`config.mk`:
```
export PLATFORM = sky130hd
export DESIGN_NAME = piso_bit_serializer
export DESIGN_NICKNAME = d
export VERILOG_FILES = /design/src/rtl/piso_bit_serializer.sv
export SDC_FILE = /design/constraint.sdc
export NUM_CORES = 1
export LEC_CHECK = 0
export CELL_PAD_IN_SITES_DETAIL_PLACEMENT = 1
export CELL_PAD_IN_SITES_GLOBAL_PLACEMENT = 2
export CORE_AREA = 4 4 59 72
export CTS_CLUSTER_SIZE = 16
export DETAILED_ROUTE_END_ITERATION = 6
export DIE_AREA = 0 0 63 76
export PLACE_DENSITY_LB_ADDON = 0.1
export SETUP_SLACK_MARGIN = 0.5
export SYNTH_ARGS = -nofsm -noshare
export SYNTH_HDL_FRONTEND = slang
export SYNTH_SLANG_ARGS = --single-unit
```
`constraint.sdc`:
```
create_clock -name clk -period 2.8 [get_ports clk]
set_input_delay 0.56 -clock clk [delete_from_list [all_inputs] [get_ports clk]]
set_output_delay 0.56 -clock clk [all_outputs]
set_load 0.02 [all_outputs]
```
`src/rtl/piso_bit_serializer.sv`:
```
// Parallel-in/serial-out feeder for the 11010 sequence detector.
// WIDTH-bit words arrive over valid/ready, and the block shifts out one bit per
// shift_en strobe. A one-word holding register keeps back-to-back frames gapless.
module piso_bit_serializer #(
    parameter int unsigned WIDTH     = 8,
    parameter bit          MSB_FIRST = 1'b1,
    parameter bit          IDLE_BIT  = 1'b0
) (
    input  logic             clk,
    input  logic             reset_n,
    input  logic [WIDTH-1:0] data_in,
    input  logic             load_valid,
    output logic             load_ready,
    input  logic             shift_en,
    output logic             d_out,
    output logic             bit_valid,
    output logic             frame_done
);

    localparam int unsigned CNT_W = $clog2(WIDTH);
    localparam logic [CNT_W-1:0] LAST_BIT = CNT_W'(WIDTH - 1);

    typedef enum logic {
        IDLE  = 1'b0,
        SHIFT = 1'b1
    } state_t;

    state_t             state_q, state_d;
    logic [WIDTH-1:0]   shreg_q, shreg_d;
    logic [WIDTH-1:0]   hold_q, hold_d;
    logic               hold_full_q, hold_full_d;
    logic [CNT_W-1:0]   cnt_q, cnt_d;
    logic               ready_q, ready_d;
    logic               d_out_q, d_out_d;
    logic               bit_valid_q, bit_valid_d;
    logic               frame_done_q, frame_done_d;
    logic               accept_c;
    logic               last_c;
    logic [WIDTH-1:0]   shifted_c;

    // Next-state, datapath and registered-output values
    always_comb begin
        state_d      = state_q;
        shreg_d      = shreg_q;
        hold_d       = hold_q;
        hold_full_d  = hold_full_q;
        cnt_d        = cnt_q;
        frame_done_d = 1'b0;

        accept_c  = load_valid && ready_q;
        last_c    = shift_en && (cnt_q == LAST_BIT);
        shifted_c = MSB_FIRST ? {shreg_q[WIDTH-2:0], 1'b0}
                              : {1'b0, shreg_q[WIDTH-1:1]};

        case (state_q)
            IDLE: begin
                // Hold is always empty here, so an accept bypasses straight to shreg
                if (accept_c) begin
                    shreg_d = data_in;
                    cnt_d   = '0;
                    state_d = SHIFT;
                end
            end
            SHIFT: begin
                if (last_c) begin
                    frame_done_d = 1'b1;
                    cnt_d        = '0;
                    if (hold_full_q) begin
                        shreg_d     = hold_q;
                        hold_full_d = 1'b0;
                    end else if (accept_c) begin
                        shreg_d = data_in;
                    end else begin
                        state_d = IDLE;
                    end
                end else begin
                    if (shift_en) begin
                        shreg_d = shifted_c;
                        cnt_d   = cnt_q + CNT_W'(1);
                    end
                    // accept_c already implies the hold slot is free
                    if (accept_c) begin
                        hold_d      = data_in;
                        hold_full_d = 1'b1;
                    end
                end
            end
            default: state_d = IDLE;
        endcase

        ready_d     = !hold_full_d;
        bit_valid_d = (state_d == SHIFT);
        if (state_d == SHIFT) begin
            d_out_d = MSB_FIRST ? shreg_d[WIDTH-1] : shreg_d[0];
        end else begin
            d_out_d = IDLE_BIT;
        end
    end

    // State, datapath and output registers
    always_ff @(posedge clk or negedge reset_n) begin
        if (!reset_n) begin
            state_q      <= IDLE;
            shreg_q      <= '0;
            hold_q       <= '0;
            hold_full_q  <= 1'b0;
            cnt_q        <= '0;
            ready_q      <= 1'b1;
            d_out_q      <= IDLE_BIT;
            bit_valid_q  <= 1'b0;
            frame_done_q <= 1'b0;
        end else begin
            state_q      <= state_d;
            shreg_q      <= shreg_d;
            hold_q       <= hold_d;
            hold_full_q  <= hold_full_d;
            cnt_q        <= cnt_d;
            ready_q      <= ready_d;
            d_out_q      <= d_out_d;
            bit_valid_q  <= bit_valid_d;
            frame_done_q <= frame_done_d;
        end
    end

    assign load_ready = ready_q;
    assign d_out      = d_out_q;
    assign bit_valid  = bit_valid_q;
    assign frame_done = frame_done_q;

endmodule
```
==> results of run 1 <==
-- cell families after synthesis --
family,after synthesis,share of synthesized area
mux,9,0.0790
fa+ha+maj,2,0.0190
simple gates,42,0.192
flops,24,0.458
buf+inv,12,0.0504
compound gates,36,0.202
-- worst paths after layout --
| check | cells past startpoint | from | to |
|---|---|---|---|
| max in group asynchronous | 2 | reset_n | load_ready$_DFF_PN1_ |
| setup / recovery | 1 | load_ready$_DFF_PN1_ | load_ready |
| min in group asynchronous | 2 | reset_n | cnt_q[2]$_DFFE_PN0P_ |
| hold / removal | 1 | hold_q[4]$_DFFE_PN0P_ | hold_q[4]$_DFFE_PN0P_ |
| hold reg to reg | 1 | hold_q[4]$_DFFE_PN0P_ | hold_q[4]$_DFFE_PN0P_ |
| setup reg to reg | 5 | cnt_q[0]$_DFFE_PN0P_ | shreg_q[2]$_DFFE_PN0P_ |
-- registers in the layout, indices dropped and copies added, names as in the netlist, named ones only --
name / count
bit_valid: 1
cnt_q: 3
d_out: 1
frame_done: 1
hold_q: 8
load_ready: 1
shreg_q: 8
-- where the power goes --
| part | internal, W | total [W] | switching, W |
|---|---|---|---|
| clock | 0.000102 | 0.000216 | 0.000114 |
| sequential | 0.000484 | 0.000584 | 0.000101 |
| combinational | 0.000259 | 0.000506 | 0.000247 |
-- layout make-up --
type / instances / area, um^2 / area share
well taps: 39 / 48.8 / 0.0320
clock buffers: 4 / 45.0 / 0.0295
inverters: 2 / 7.51 / 0.00492
repair buffers: 18 / 173 / 0.113
flip-flops and latches: 24 / 602 / 0.395
multi-input cells: 89 / 649 / 0.426
-- per-layer routing --
layer | global-route usage | wire [um] | vias up
met2 | 0.237 | 1580 | 11
met3 | 0.0206 | 49 | 4
met5 | 0 | 0 | -
met4 | 0.0397 | 33 | 0
met1 | 0.202 | 1570 | 511
li1 | - | - | 489
-- cells in the final DEF (no fill, tap or decap), types with 2 or more instances in the layout --
cell type        count
nand3b_1             4
nor3b_1              3
clkbuf_8             3
mux2_2               7
nand3_1              6
a21oi_1             11
a31oi_1              3
buf_4                3
a31o_2               2
clkdlybuf4s50_1     15
nand2b_1            10
a21boi_0             2
a32oi_1              3
a2111o_1             3
dfrtp_1             23
a2bb2oi_1            3
inv_1                2
nand4_1              4
nor2_1               2
nand2_1              8
o22a_1               3
-- through the flow --
stage / std cells / cell area (um^2) / hold slack, ns / setup WS [ns]
2_1_floorplan: 125 / 1320 / 0.264 / 1.14
3_3_place_gp: 172 / 1480 / 0.494 / 0.534
3_5_place_dp: 172 / 1480 / 0.497 / 0.519
4_1_cts: 176 / 1520 / 0.517 / 0.565
5_1_grt: 176 / 1530 / 0.530 / 0.706
6_report: 176 / 1530 / 0.514 / 0.764
-- timing repair --
action,in CTS,in global routing
hold buffers,0,0
buffers inserted,0,0
gates resized for setup,0,1
endpoints found under the setup margin,0,10
==> flow_metrics.py, run 1 <==
metrics = {
    "outcome": {
        "status": "finished clean",
    },
    "worst_setup_path": {
        "critPathTopFamily": "buffers and inverters",
        "end_kind": "primary output",
        "critPathArrivalTime_ns": 1.48,
        "critPathLaunchType": "flop",
        "rrSetupSlack_ns": 0.87,
        "worst-path-buf-inv": 1,
        "cp_max_fo": 7,
        "required_ns": 2.24,
        "cpMaxStageDelayCell": "clkdlybuf4s50_1",
        "crit_type": "reg2out",
        "critPathMaxStageDelay_ns": 0.62,
        "crit_path_cell_trace": "clkdlybuf4s50_1",
    },
    "sta": {
        "hold_viol": 0,
        "setup_tns_ns": 0,
        "skew_ns": 0.00234,
        "slew_viol_final": 0,
        "rsz0062_at_grt": "no",
        "min_period_ns": 2.04,
        "max_freq_mhz": 491,
        "setup_viol": 0,
        "tightest_slew_ns": 0.464,
        "finalCritPeriodShare": 0.727,
        "maxSlewHeadroom": 0.690,
    },
    "placement": {
        "dp_hpwl_um": 2350,
        "io_buffers": 15,
        "routabilityCongestion": 0.766,
    },
    "synth": {
        "synth_top_area_cell": "dfrtp_1",
        "async_reset_ff_frac": 1.00,
        "dominantRegCellSynth": "dfrtp_1",
        "netlist.area_leader.share": 0.438,
        "ys_ff_latch": 24,
        "synth.avg_cell_area_um2": 10.5,
        "syn-cell-area_um2": 1320,
        "yosysWarnings": 0,
        "yosys-top-cells-area": "dfrtp_1 (44%), mux2_2 (6.0%), nand2b_1 (4.8%)",
        "synth_nets": 139,
        "ys_seq_area_frac": 0.458,
        "syn_inst": 125,
        "yosysUniqueCellTypes": 36,
        "yosysMostFrequentCell": "dfrtp_1",
        "synth_edf_count": 0,
        "ys_top_cells_by_count": "dfrtp_1 (23), a21oi_1 (11), nand2b_1 (10)",
    },
    "power_and_ir_drop": {
        "peakVddDrop_v": 0.000297,
        "leakage_nw": 0.654,
        "powerDensity_nw_per_um2": 857,
        "p_total_w": 0.00131,
    },
    "clock_tree": {
        "cts_tree": "done",
        "clockBufferDepth": 2,
        "path_clk_slew_ns": 0.09,
        "htree_levels": 1,
        "cts_buffers": 3,
        "cts_sinks": 24,
        "clock_latency_ns": 0.27,
        "root_buffer": "clkbuf_8",
    },
    "global_routing": {
        "grt_pass1_vias": 1132,
        "grt_pass1_wl_um": 5640,
        "antenna_found_initial": 0,
        "globalRoute.totalOverflow": 0,
        "grt_max_degree": 25,
        "grt_usage": 0.146,
    },
    "die": {
        "die_w_um": 63,
        "ioPinCount": 16,
        "floorplan.die.height_um": 76,
        "dieArea_um2": 4790,
        "initial_utilization": 0.368,
        "coreArea_um2": 3570,
        "num_rows": 24,
    },
    "finish": {
        "syn_to_final_growth_pct": 16.0,
        "insertedDiodeCount": 0,
        "drive_gt1_frac": 0.153,
        "n_fill_cell": 405,
        "fin_nets": 152,
        "final_util": 0.427,
    },
    "routing": {
        "drt_iter0_drc": 22,
        "drcViolationCount": 0,
        "ant_nets": 0,
        "viasPerCell": 5.77,
        "drtPass1Iterations": 3,
        "routed_wl_um": 3220,
        "routedWlPerCell_um": 18.3,
        "vias": 1015,
    },
    "hold_path": {
        "hold_path_class": "reg2reg",
    },
    "run": {
        "drv_cap": 0,
    },
}
No activity file was read; power rests on OpenSTA's default activity.
==> run 2, diff against run 1 <==
--- a/config.mk
+++ b/config.mk
@@ -7,10 +7,10 @@
 export LEC_CHECK = 0
 export CELL_PAD_IN_SITES_DETAIL_PLACEMENT = 1
 export CELL_PAD_IN_SITES_GLOBAL_PLACEMENT = 2
-export CORE_AREA = 4 4 59 72
+export CORE_AREA = 4 4 64 78
 export CTS_CLUSTER_SIZE = 16
 export DETAILED_ROUTE_END_ITERATION = 6
-export DIE_AREA = 0 0 63 76
+export DIE_AREA = 0 0 68 82
 export PLACE_DENSITY_LB_ADDON = 0.1
 export SETUP_SLACK_MARGIN = 0.5
 export SYNTH_ARGS = -nofsm -noshare
==> constraint.sdc (replaced) <==
create_clock -name clk -period 1.7 [get_ports clk]
set_input_delay 0.34 -clock clk [delete_from_list [all_inputs] [get_ports clk]]
set_output_delay 0.34 -clock clk [all_outputs]
set_load 0.02 [all_outputs]
==> flow_metrics.py, run 2 (synthesis results as in run 1) <==
metrics = {
    "routing": {
        "drt_iter0_drc": 21,
        "vias": 1130,
        "drcViolationCount": 0,
        "routed_wl_um": 3770,
        "drtPass1Iterations": 4,
        "routedWlPerCell_um": 17.9,
        "viasPerCell": 5.36,
        "ant_nets": 0,
    },
    "worst_setup_path": {
        "worstSetupEndpoint": "shreg_q[6]$_DFFE_PN0P_",
        "critPathLaunchType": "flop",
        "required_ns": 1.86,
        "crit_start": "cnt_q[0]$_DFFE_PN0P_",
        "worst-path-buf-inv": 1,
        "r2r_start": "cnt_q[0]$_DFFE_PN0P_",
        "reg2reg_depth": 6,
        "rrSetupSlack_ns": 0.1,
        "end_kind": "flop",
        "cp_max_fo": 8,
        "crit_path_cell_trace": "ha_2 > ha_4 > nand3b_1 > buf_6 > a21oi_2 > a2111o_1",
        "cpMaxStageDelayCell": "dfrtp_1",
        "worstReg2RegEnd": "shreg_q[6]$_DFFE_PN0P_",
        "cp_num_cells": 6,
        "critPathMaxStageDelay_ns": 0.40,
        "critPathTopFamily": "compound AO/OA/AOI/OAI gates",
        "critPathArrivalTime_ns": 1.76,
        "crit_type": "reg2reg",
    },
    "die": {
        "floorplan.die.height_um": 82,
        "initial_utilization": 0.311,
        "num_rows": 26,
        "ioPinCount": 16,
        "coreArea_um2": 4230,
        "dieArea_um2": 5580,
        "die_w_um": 68,
    },
    "run": {
        "drv_cap": 0,
    },
    "finish": {
        "syn_to_final_growth_pct": 37.2,
        "insertedDiodeCount": 0,
        "drive_gt1_frac": 0.361,
        "largest_registers": "hold_q (8), shreg_q (8), cnt_q (3)",
        "most-common-layout-cells": "dfrtp_1 (23), buf_4 (17), clkdlybuf4s50_1 (11)",
        "final_util": 0.427,
        "fin_nets": 170,
        "mostFrequentLayoutCell": "dfrtp_1",
        "n_fill_cell": 484,
    },
    "sta": {
        "max_freq_mhz": 624,
        "maxSlewHeadroom": 0.711,
        "skew_ns": 0.00938,
        "slew_viol_final": 0,
        "setup_tns_ns": 0,
        "hold_viol": 0,
        "min_period_ns": 1.60,
        "tightest_slew_ns": 0.433,
        "finalCritPeriodShare": 0.943,
        "setup_viol": 0,
        "rsz0062_at_grt": "yes",
    },
    "placement": {
        "io_buffers": 15,
        "routabilityCongestion": 0.719,
        "dp_hpwl_um": 2560,
    },
    "clock_tree": {
        "ctsHoldBuffers": 0,
        "htree_levels": 1,
        "path_clk_slew_ns": 0.10,
        "cts_buffers": 3,
        "cts_tree": "done",
        "cts_sinks": 24,
        "root_buffer": "clkbuf_8",
        "clock_latency_ns": 0.27,
        "clockBufferDepth": 2,
    },
    "power_and_ir_drop": {
        "leakage_nw": 0.785,
        "powerDensity_nw_per_um2": 1420,
        "peakVddDrop_v": 0.000473,
    },
    "global_routing": {
        "grt_pass1_wl_um": 6180,
        "grt_max_degree": 25,
        "grt_usage": 0.150,
        "globalRoute.totalOverflow": 0,
        "grt_pass1_vias": 1216,
        "antenna_found_initial": 0,
    },
    "outcome": {
        "status": "finished clean",
    },
    "hold_path": {
        "hold_path_class": "in2async",
    },
}
## run 2: changes by cell type in the layout (fill, tap and decap cells not counted), moves of 3 or more
| cell | change |
|---|---|
| a2bb2oi_1 | -3 |
| a21oi_2 | +3 |
| a21oi_1 | -3 |
| buf_4 | +14 |
| clkdlybuf4s50_1 | -4 |
| a2bb2oi_2 | +3 |
## run 2: routing by layer
layer  share of wire  GRT usage  wire (um)  vias up
met5               0          0          0        -
met4          0.0058     0.0417         22        0
met3           0.020     0.0219         74        2
met2            0.51      0.257       1930       15
met1            0.46      0.193       1740      584
li1                -          -          -      529
## run 2: stage by stage
step                      total power (W)  std cells  hold WS [ns]  setup slack [ns]  cell area (um^2)
after floorplan                   0.00161        125        0.0444             0.139              1340
after global placement            0.00189        199         0.489           -0.0363              1620
after detailed placement          0.00194        199         0.493           -0.0879              1620
after CTS                         0.00250        209         0.444             0.106              1730
after global routing              0.00275        211         0.462            0.0399              1800
final                             0.00256        211         0.435            0.0967              1800
## run 2: power breakdown
group / internal (W) / switching, W / total, W
Sequential: 0.000797 / 0.000171 / 0.000968
Clock: 0.000315 / 0.000195 / 0.000510
Combinational: 0.000594 / 0.000483 / 0.00108
Total: 0.00171 / 0.000850 / 0.00256
## run 2: worst min path at each step
stage	startpoint	end	slack (ns)	depth (start not counted)
2_1_floorplan	reset_n	asynchronous set/reset pin	0.04	0
3_3_place_gp	hold_q[7]$_DFFE_PN0P_	hold_q[7]$_DFFE_PN0P_	0.49	1
3_5_place_dp	hold_q[7]$_DFFE_PN0P_	hold_q[7]$_DFFE_PN0P_	0.49	1
4_1_cts	reset_n	hold_q[3]$_DFFE_PN0P_	0.44	2
5_1_grt	reset_n	cnt_q[2]$_DFFE_PN0P_	0.46	2
6_report	reset_n	shreg_q[4]$_DFFE_PN0P_	0.44	2
## run 2: final cells by class
| cell class | instances | area (um^2) | area share |
|---|---|---|---|
| multi-input combinational | 89 | 713 | 0.395 |
| clock inverter | 1 | 30.0 | 0.0166 |
| sequential | 24 | 602 | 0.334 |
| timing repair buffer | 36 | 340 | 0.189 |
| clock buffer | 3 | 41.3 | 0.0229 |
| inverter | 2 | 7.51 | 0.00416 |
| tap | 56 | 70.1 | 0.0388 |
## run 2: timing repair
item / 4_1_cts / 5_1_grt
pin swaps: 5 / 7
gates resized for setup: 18 / 18
setup endpoints to repair: 28 / 26
buffers inserted: 6 / 2
## run 2: worst reg2reg max path, cell delays in order, from the launching register on
cell	delay [ns]
dfrtp_1	0.40
ha_2	0.20
ha_4	0.19
nand3b_1	0.16
buf_6	0.13
a21oi_2	0.04
a2111o_1	0.37
==> run 3, diff against run 2 <==
--- a/config.mk
+++ b/config.mk
@@ -5,6 +5,7 @@
 export SDC_FILE = /design/constraint.sdc
 export NUM_CORES = 1
 export LEC_CHECK = 0
+export CAP_MARGIN = 0
 export CELL_PAD_IN_SITES_DETAIL_PLACEMENT = 1
 export CELL_PAD_IN_SITES_GLOBAL_PLACEMENT = 2
 export CORE_AREA = 4 4 64 78
==> results of run 3 <==
Final layout, timing and power as in run 2 (identical DEF).
